<file path="config.mk">
export PLATFORM = sky130hd
export DESIGN_NAME = lcd_sequencer
export DESIGN_NICKNAME = d
export VERILOG_FILES = /design/src/rtl/lcd_pkg.sv /design/src/rtl/lcd_init_rom.sv /design/src/rtl/lcd_sequencer.sv
export SDC_FILE = /design/constraint.sdc
export NUM_CORES = 1
export LEC_CHECK = 0
export ABC_AREA = 1
export CAP_MARGIN = 20
export CORE_MARGIN = 2
export CORE_UTILIZATION = 56
export DETAILED_ROUTE_END_ITERATION = 8
export GPL_TIMING_DRIVEN = 0
export PLACE_DENSITY = 0.82
export REMOVE_ABC_BUFFERS = 1
export SETUP_SLACK_MARGIN = 0.02
export SLEW_MARGIN = 40
export SYNTH_ARGS = -nofsm -noshare
export SYNTH_HDL_FRONTEND = slang
export SYNTH_SLANG_ARGS = --single-unit
</file>
<file path="constraint.sdc">
create_clock -name CLK -period 1.8 [get_ports CLK]
set_clock_uncertainty 0.1 [all_clocks]
set_input_delay 0.36 -clock CLK [delete_from_list [all_inputs] [get_ports CLK]]
set_output_delay 0.36 -clock CLK [all_outputs]
set_load 0.05 [all_outputs]
</file>
<file path="src/rtl/lcd_pkg.sv">
// Shared types, init table and timing helpers for the HD44780 4-bit sequencer.
package lcd_pkg;

    typedef enum logic [3:0] {
        ST_PWR_WAIT,
        ST_INIT_SEND,
        ST_INIT_WAIT,
        ST_GAP,
        ST_READY,
        ST_HI_SEND,
        ST_HI_WAIT,
        ST_LO_SEND,
        ST_LO_WAIT
    } state_t;

    typedef struct packed {
        logic [3:0]  nibble;
        logic [15:0] delay_us;
    } init_step_t;

    localparam int unsigned INIT_LEN   = 12;
    localparam int unsigned PWR_US     = 15000;
    localparam int unsigned HI_US      = 1;
    localparam int unsigned LO_US      = 40;
    localparam int unsigned LO_LONG_US = 1640;

    // Power-on 4-bit handshake, then function set 0x28, display on 0x0C,
    // clear 0x01 and entry mode 0x06, each byte as two nibbles.
    localparam init_step_t INIT_TABLE [INIT_LEN] = '{
        '{4'h3, 16'd4100},
        '{4'h3, 16'd100},
        '{4'h3, 16'd40},
        '{4'h2, 16'd40},
        '{4'h2, 16'd1},
        '{4'h8, 16'd40},
        '{4'h0, 16'd1},
        '{4'hC, 16'd40},
        '{4'h0, 16'd1},
        '{4'h1, 16'd1640},
        '{4'h0, 16'd1},
        '{4'h6, 16'd40}
    };

    // Microseconds to clock cycles, rounded up, never below one cycle.
    function automatic longint unsigned us_to_cycles(input longint unsigned freq,
                                                     input longint unsigned us);
        longint unsigned c;
        c = (freq * us + 64'd999_999) / 64'd1_000_000;
        if (c == 64'd0) c = 64'd1;
        return c;
    endfunction

endpackage

</file>
<file path="src/rtl/lcd_init_rom.sv">
// Init step index -> nibble and post-nibble delay in cycles.
module lcd_init_rom
    import lcd_pkg::*;
#(
    parameter int unsigned FREQ    = 50_000_000,
    parameter int unsigned DELAY_W = 21
) (
    input  logic [3:0]         i_step,
    output logic [3:0]         o_nibble,
    output logic [DELAY_W-1:0] o_delay
);

    logic [DELAY_W-1:0] w_cycles [INIT_LEN];

    for (genvar g = 0; g < INIT_LEN; g++) begin : g_cycles
        assign w_cycles[g] = DELAY_W'(us_to_cycles(64'(FREQ), 64'(INIT_TABLE[g].delay_us)));
    end

    // Table lookup; out-of-range steps read as a harmless 1-cycle zero nibble.
    always_comb begin
        o_nibble = '0;
        o_delay  = DELAY_W'(1);
        if (i_step < 4'(INIT_LEN)) begin
            o_nibble = INIT_TABLE[i_step].nibble;
            o_delay  = w_cycles[i_step];
        end
    end

endmodule

</file>
<file path="src/rtl/lcd_sequencer.sv">
// Power-on init and byte-write sequencer feeding the lcd_transfer nibble engine.
module lcd_sequencer
    import lcd_pkg::*;
#(
    parameter int unsigned FREQ    = 50_000_000,
    parameter int unsigned DELAY_W = 21
) (
    input  logic               CLK,
    input  logic               RST_N,
    input  logic               wr_valid,
    input  logic [7:0]         wr_data,
    input  logic               wr_rs,
    output logic               wr_ready,
    output logic               init_done,
    output logic               send_cmd,
    output logic [3:0]         cmd_nibble,
    output logic               cmd_rs,
    output logic [DELAY_W-1:0] cmd_delay,
    input  logic               cmd_done
);

    localparam logic [DELAY_W-1:0] PWR_LAST    = DELAY_W'(us_to_cycles(64'(FREQ), 64'(PWR_US)) - 64'd1);
    localparam logic [DELAY_W-1:0] HI_CYC      = DELAY_W'(us_to_cycles(64'(FREQ), 64'(HI_US)));
    localparam logic [DELAY_W-1:0] LO_CYC      = DELAY_W'(us_to_cycles(64'(FREQ), 64'(LO_US)));
    localparam logic [DELAY_W-1:0] LO_LONG_CYC = DELAY_W'(us_to_cycles(64'(FREQ), 64'(LO_LONG_US)));

    // The power-on wait is the longest delay; if it fits, every other one does.
    if (us_to_cycles(64'(FREQ), 64'(PWR_US)) >= (64'd1 << DELAY_W)) begin : g_delay_check
        $error("lcd_sequencer: DELAY_W too narrow for derived delays");
    end

    state_t             r_state, w_next;
    logic [DELAY_W-1:0] r_cnt, w_cnt;
    logic [3:0]         r_step, w_step;
    logic               r_init_done, w_set_done;
    logic [7:0]         r_byte;
    logic               r_byte_rs, w_capture;
    logic               r_send_cmd, w_load;
    logic [3:0]         r_nibble, w_nibble;
    logic               r_rs, w_rs;
    logic [DELAY_W-1:0] r_delay, w_delay;
    logic [3:0]         w_rom_nibble;
    logic [DELAY_W-1:0] w_rom_delay;

    lcd_init_rom #(
        .FREQ    (FREQ),
        .DELAY_W (DELAY_W)
    ) u_rom (
        .i_step   (r_step),
        .o_nibble (w_rom_nibble),
        .o_delay  (w_rom_delay)
    );

    // Next state plus the nibble/rs/delay to launch when entering a SEND state.
    // READY itself provides the one-cycle gap after the last init nibble and after
    // a low nibble, so a pending write launches exactly two cycles after cmd_done.
    always_comb begin
        w_next     = r_state;
        w_cnt      = r_cnt;
        w_step     = r_step;
        w_set_done = 1'b0;
        w_capture  = 1'b0;
        w_load     = 1'b0;
        w_nibble   = r_nibble;
        w_rs       = r_rs;
        w_delay    = r_delay;
        case (r_state)
            ST_PWR_WAIT: begin
                if (r_cnt == PWR_LAST) begin
                    w_next   = ST_INIT_SEND;
                    w_cnt    = '0;
                    w_load   = 1'b1;
                    w_nibble = w_rom_nibble;
                    w_rs     = 1'b0;
                    w_delay  = w_rom_delay;
                end else begin
                    w_cnt = r_cnt + 1'b1;
                end
            end
            ST_INIT_SEND: w_next = ST_INIT_WAIT;
            ST_INIT_WAIT: begin
                if (cmd_done) begin
                    if (r_step == 4'(INIT_LEN - 1)) begin
                        w_next     = ST_READY;
                        w_set_done = 1'b1;
                    end else begin
                        w_next = ST_GAP;
                        w_step = r_step + 4'd1;
                    end
                end
            end
            ST_GAP: begin
                w_load = 1'b1;
                if (!r_init_done) begin
                    w_next   = ST_INIT_SEND;
                    w_nibble = w_rom_nibble;
                    w_rs     = 1'b0;
                    w_delay  = w_rom_delay;
                end else begin
                    w_next   = ST_LO_SEND;
                    w_nibble = r_byte[3:0];
                    w_rs     = r_byte_rs;
                    w_delay  = (!r_byte_rs && r_byte <= 8'h03) ? LO_LONG_CYC : LO_CYC;
                end
            end
            ST_READY: begin
                if (wr_valid) begin
                    w_next    = ST_HI_SEND;
                    w_capture = 1'b1;
                    w_load    = 1'b1;
                    w_nibble  = wr_data[7:4];
                    w_rs      = wr_rs;
                    w_delay   = HI_CYC;
                end
            end
            ST_HI_SEND: w_next = ST_HI_WAIT;
            ST_HI_WAIT: if (cmd_done) w_next = ST_GAP;
            ST_LO_SEND: w_next = ST_LO_WAIT;
            ST_LO_WAIT: if (cmd_done) w_next = ST_READY;
            default:    w_next = ST_PWR_WAIT;
        endcase
    end

    // State, counters, captured byte and held command outputs.
    always_ff @(posedge CLK or negedge RST_N) begin
        if (!RST_N) begin
            r_state     <= ST_PWR_WAIT;
            r_cnt       <= '0;
            r_step      <= '0;
            r_init_done <= 1'b0;
            r_byte      <= '0;
            r_byte_rs   <= 1'b0;
            r_send_cmd  <= 1'b0;
            r_nibble    <= '0;
            r_rs        <= 1'b0;
            r_delay     <= '0;
        end else begin
            r_state    <= w_next;
            r_cnt      <= w_cnt;
            r_step     <= w_step;
            r_send_cmd <= w_load;
            if (w_set_done) r_init_done <= 1'b1;
            if (w_capture) begin
                r_byte    <= wr_data;
                r_byte_rs <= wr_rs;
            end
            if (w_load) begin
                r_nibble <= w_nibble;
                r_rs     <= w_rs;
                r_delay  <= w_delay;
            end
        end
    end

    assign wr_ready   = (r_state == ST_READY);
    assign init_done  = r_init_done;
    assign send_cmd   = r_send_cmd;
    assign cmd_nibble = r_nibble;
    assign cmd_rs     = r_rs;
    assign cmd_delay  = r_delay;

    // A launch is always a single-cycle pulse.
    a_send_pulse: assert property (@(posedge CLK) disable iff (!RST_N) r_send_cmd |=> !r_send_cmd);

endmodule

</file>
* Word-level counts from Yosys, hierarchy flattened *
Memories as Yosys holds them, arrays and structs flattened.
Cells that the tools add are included.

word-level totals
  memories = 2
  word-level logic and storage cells = 76
  output and inout port bits = 29
  register bits = 66
  memory bits (read-only) = 656

cells by class
  bitwise gates (word level) = 2
  reduce and logical (&&, ||, !) cells = 7
  $lt $le $gt $ge = 3
  $add $sub $neg = 2
  muxes and demuxes = 35
  eq/ne operators = 15

memory list
  name              depth  bits a word  rd ports  clocked after Yosys merged registers in  wr ports  line                source
  (name not given)  16     21           1         0                                        0         lcd_init_rom.sv:25  o_delay = w_cycles[i_step];
  (name not given)  16     20           1         0                                        0         lcd_init_rom.sv:24  o_nibble = INIT_TABLE[i_step].nibble;

operator list
  kind                                                                      number
  21-bit two-way mux                                                        7
  21-bit one-hot mux with 3 select lines                                    1
  20-bit two-way mux                                                        2
  4-bit two-way mux                                                         9
  4-bit one-hot mux with 9 select lines                                     1
  21-bit by 1-bit adder with 21-bit output (second input constant)          1
  21-bit by 20-bit equality test with 1-bit output (second input constant)  1
  17-bit two-way mux                                                        1
  4-bit by 3-bit equality test with 1-bit output (second input constant)    4
  4-bit one-hot mux with 3 select lines                                     1
  2-bit != test (second input constant)                                     5
  1-bit two-way mux                                                         9
  4-bit by 2-bit equality test with 1-bit output (second input constant)    2
  4-bit equality test (second input constant)                               2
  8-bit by 2-bit <= comparator with 1-bit output (second input constant)    1
  3-bit two-way mux                                                         2
  1-bit one-hot mux with 3 select lines                                     2
  5-bit greater-or-equal comparator (second input constant)                 1
  4-bit NOT with 5-bit output                                               1
  5-bit AND reduction                                                       1
  4-bit by 1-bit adder with 4-bit output (second input constant)            1
  4-bit by 1-bit equality test with 1-bit output (second input constant)    1
  4-bit zero test                                                           1
  4-bit less-than comparator (second input constant)                        1
  6 further kinds                                                           6

* Logic depth before layout (Yosys ltp) *
Gate-level depths: netlist (run 1).

  depth after elaboration = 7
  mapped depth = 11

* Cells and area by module *
From an unflattened synthesis (run 1), not the netlist that was laid out.

unflattened totals
  cells, all modules = 530
  area, all modules = 3841.2 µm²

modules (own cells, without submodules)
  module         area each (µm²)  instances  sequential area each (µm²)  cells an instance
  lcd_sequencer  3607.2           1          1651.6                      485
  lcd_init_rom   234.0            1          0.0                         45

* Least setup slack after synthesis (run 1) *
OpenSTA, ideal clock, no wires.

  path type = reg2reg
  start = register r_cnt[1]
  end = register r_nibble[3], in the netlist cmd_nibble[3]
  required time = 1577 ps
  arrival = 1364 ps
  period minus slack after synthesis = 1587 ps
  cell stages (with the launch flop) = 10
  setup slack = 213 ps
  setup time = 123 ps
  cells stage by stage = dfrtp_1 > ha_1 > nand2_2 > inv_2 > nand2_2 > nor2_2 > nand4_4 > buf_2 > nand3_1 > nand2_1

on the way
  longest elaborated chain between the ends = 4
  elaborated cells on any way between the ends = 5
  those cells by class = eq/ne: 2; mux: 2; reduce/logical: 1

ends and longest elaborated chain
  what                                                  line                  source
  from (decl)                                           lcd_sequencer.sv:33   logic [DELAY_W-1:0] r_cnt, w_cnt;
  from (signal assigned)                                lcd_sequencer.sv:139  r_cnt <= w_cnt;
  21-bit by 20-bit equality test with 1-bit output (*)  lcd_sequencer.sv:69   if (r_cnt == PWR_LAST) begin
  1-bit two-way mux                                     lcd_sequencer.sv:69
  1-bit one-hot mux with 3 select lines                 lcd_sequencer.sv:67   case (r_state)
  4-bit AND reduction (no source line) (*)              n/a
  to (signal assigned)                                  lcd_sequencer.sv:148  r_nibble <= w_nibble;
  to (decl)                                             lcd_sequencer.sv:39   logic [3:0] r_nibble, w_nibble;

Mark *: on every way between the ends. The rest lies on a longest branch, timed or not.
A chain may end at the register's enable or synchronous reset.

* Worst setup path after layout (run 1) *
  start = register r_state[2]
  end = output wr_ready

on the way
  longest elaborated chain between the ends = 1

ends and longest elaborated chain
  what                                            line                  source
  from (decl)                                     lcd_sequencer.sv:32   state_t r_state, w_next;
  from (signal assigned)                          lcd_sequencer.sv:138  r_state <= w_next;
  4-bit by 3-bit equality test with 1-bit output  lcd_sequencer.sv:155  assign wr_ready = (r_state == ST_READY);
  to (decl)                                       lcd_sequencer.sv:13   output logic wr_ready,

Every way passes these cells.

==> results_dict.tcl, run 1 <==
set metrics [dict create \
    syn-instance-count 462 \
    ant_nets 0 \
    ys_top_cells_by_area "dfrtp_1 42%, nand2_1 15%, nand3_1 7.8%" \
    layout_min_cycle_time_ps 1800 \
    sequentialPowerShare 0.310 \
    final_util 0.733 \
    fillers 440 \
    clock_latency_ps 350 \
    p_clk_frac 0.151 \
    routabilityCongestion 0.912 \
    p_int_uw 3400 \
    portBuffers 35 \
    io_pins 42 \
    grtUsageTotal 0.306 \
    cap_violations 0 \
    wl_per_cell_um 16.0 \
    cp.arrival_ps 1340 \
    cts_tree "built" \
    h-tree-depth 3 \
    slew_viol_final 0 \
    hpwl_um 5940 \
    rsz0062_at_grt "yes" \
    synth.top_cells.by_count "134 x nand2_1, 57 x dfrtp_1, 53 x nand3_1" \
    setup_viol 0 \
    synthArstFlopShare 1.00 \
    grt_pass1_wl_um 15400 \
    postSynthAreaPerCell_sq_um 7.37 \
    cts_buffers 9 \
    clk_pin_slew_ps 70 \
    min_period_over_period 0.999 \
    multiInputGateArea_sq_um 1860 \
    antenna_found_initial 0 \
    cts_sinks 57 \
    yosysMostFrequentCell "nand2_1" \
    yosys.area.top_type_share 0.419 \
    yosysWarningCount 0 \
    worstPathRequired_ps 1340 \
    worstPathMaxFanout 6 \
    dieWidth_um 82.0 \
    synth-main-ff-cell "dfrtp_1" \
    synthToLayoutAreaGrowth_pct 26.7 \
    root_buffer "clkbuf_8" \
    drive_gt1_frac 0.173 \
    p_sw_frac 0.498 \
    first_iter_violations 268 \
    crit_type "flip-flop to primary output" \
    startpoint_type "flip-flop" \
    syn_area_sq_um 3410 \
    grt_max_degree 32 \
    fin_nets 547 \
    ir_worst_vdd_uv 1210 \
    hold_path.class "input port to async pin" \
    firstDrtPassIters 5 \
    via_per_inst 5.79 \
    die_area_sq_um 6720 \
    switching_power_uw 3380 \
    grt_pass1_vias 3428 \
    fmax_mhz 556 \
    yosysTopAreaCell "dfrtp_1" \
    p_leak_uw 0.00220 \
    grt_overflow 0 \
    core-area_sq_um 5890 \
    routed_wl_um 9710 \
    synth-edff-count 0 \
    seqCellArea_sq_um 1430 \
    fp.dieH_um 82.0 \
    hold_viol_final 0 \
    start_util 0.579 \
    yosysSeqAreaShare 0.419 \
    outcome "finished, final reports clean" \
    combPwrFrac 0.540 \
    cts.path.max_buffers 2 \
    drc 0 \
    powerDensity_nw_per_um2 1570 \
    antenna_cells_inserted 0 \
    synth_cell_types 31 \
    vias 3521 \
    fin_tns_setup_ps 0 \
    r2r_slack_ps 60 \
    synth-seq-cells 57 \
    row_count 28 \
    crit_path_end_kind "primary output" \
]
critical path, stage by stage (launching register included):
cell	delay [ps]
dfrtp_2	430
inv_4	60
nor2_4	150
nand2_4	100
inv_6	100
buf_8	150
placed cells by master, fill, tap and decap left out, types with 7 or more instances in the layout:
master	n
nand2_1	132
nor2_4	7
buf_4	23
o21ai_0	20
dfrtp_1	52
nor2_1	47
dlygate4sd2_1	21
clkbuf_8	9
nand4_1	17
inv_1	41
clkdlybuf4s50_1	11
a21oi_1	10
nor3_1	7
nand3_1	52
cell families after synthesis:
kind of cell | share of synthesized area
AO/OA/AOI/OAI | 0.0566
AND/OR/NAND/NOR | 0.375
adder cells (fa/ha/maj) | 0.0220
multiplexers | 0.0198
XOR/XNOR | 0.0154
buffers and inverters | 0.0915
flip-flops | 0.419
other | 0.00110
sequential cells by signal (all words and copies together), names as in the netlist:
name,flops
r_cnt,21
cmd_delay,12
r_byte,8
cmd_nibble,4
r_state,4
r_step,4
cmd_rs,1
init_done,1
r_byte_rs,1
send_cmd,1
per-layer routing:
metal | GRT usage | routed length [um] | vias up
met5 | 0 | 0 | -
met4 | 0.173 | 476 | 0
met3 | 0.0791 | 611 | 53
met2 | 0.531 | 4870 | 164
met1 | 0.338 | 3760 | 1679
li1 | - | - | 1625
area by class of cell:
type / count / share of cell area
Sequential cell: 57 / 0.332
Timing Repair inverter: 2 / 0.00174
Clock buffer: 12 / 0.0313
Timing Repair Buffer: 61 / 0.130
Tap cell: 75 / 0.0217
Clock inverter: 4 / 0.00464
Inverter: 49 / 0.0473
Multi-Input combinational cell: 348 / 0.431
power by group through the flow:
stage          Combinational, uW  Sequential, uW  Clock [uW]
2_1_floorplan               1630            2650           0
3_3_place_gp                3090            2060           0
3_5_place_dp                3150            2080           0
4_1_cts                     3370            2070        1020
5_1_grt                     3970            2150        1080
6_report                    3660            2100        1020
through the flow:
step	std cells	cell area [sq um]	hold WS, ps	setup WS, ps	power (uW)
2_1_floorplan	449	3300	-35.6	-23.8	4280
3_3_place_gp	559	3740	367	-1500	5150
3_5_place_dp	560	3760	220	-585	5230
4_1_cts	592	4120	397	-112	6460
5_1_grt	608	4320	430	-36.5	7200
6_report	608	4320	389	2.35	6780
worst paths after layout:
kind | from | end | cells after the start
setup / recovery | r_state[2] | wr_ready | 5
hold / removal | RST_N | r_cnt[14] | 2
setup reg to reg | r_state[3] | cmd_delay[7] | 8
hold reg to reg | r_byte[5] | r_byte[5] | 2
max in group asynchronous | RST_N | r_state[3] | 3
min in group CLK | r_byte[5] | r_byte[5] | 2
repair_timing:
| action | CTS | global route |
|---|---|---|
| setup buffers | 10 | 14 |
| hold buffers | 1 | 0 |
| pin swaps | 4 | 11 |
| gates resized for setup | 46 | 21 |
| hold endpoints to repair | 30 | 0 |
| setup endpoints to repair | 53 | 30 |
| gates cloned | 5 | 2 |
Note: power is estimated with default switching activity, not from simulation.
==> inputs of run 2 (changes only) <==
--- a/config.mk
+++ b/config.mk
@@ -6,7 +6,6 @@
 export NUM_CORES = 1
 export LEC_CHECK = 0
 export ABC_AREA = 1
-export CAP_MARGIN = 20
 export CORE_MARGIN = 2
 export CORE_UTILIZATION = 56
 export DETAILED_ROUTE_END_ITERATION = 8
==> results of run 2 <==
No change in the layout: final DEF, timing and power equal those of run 1.
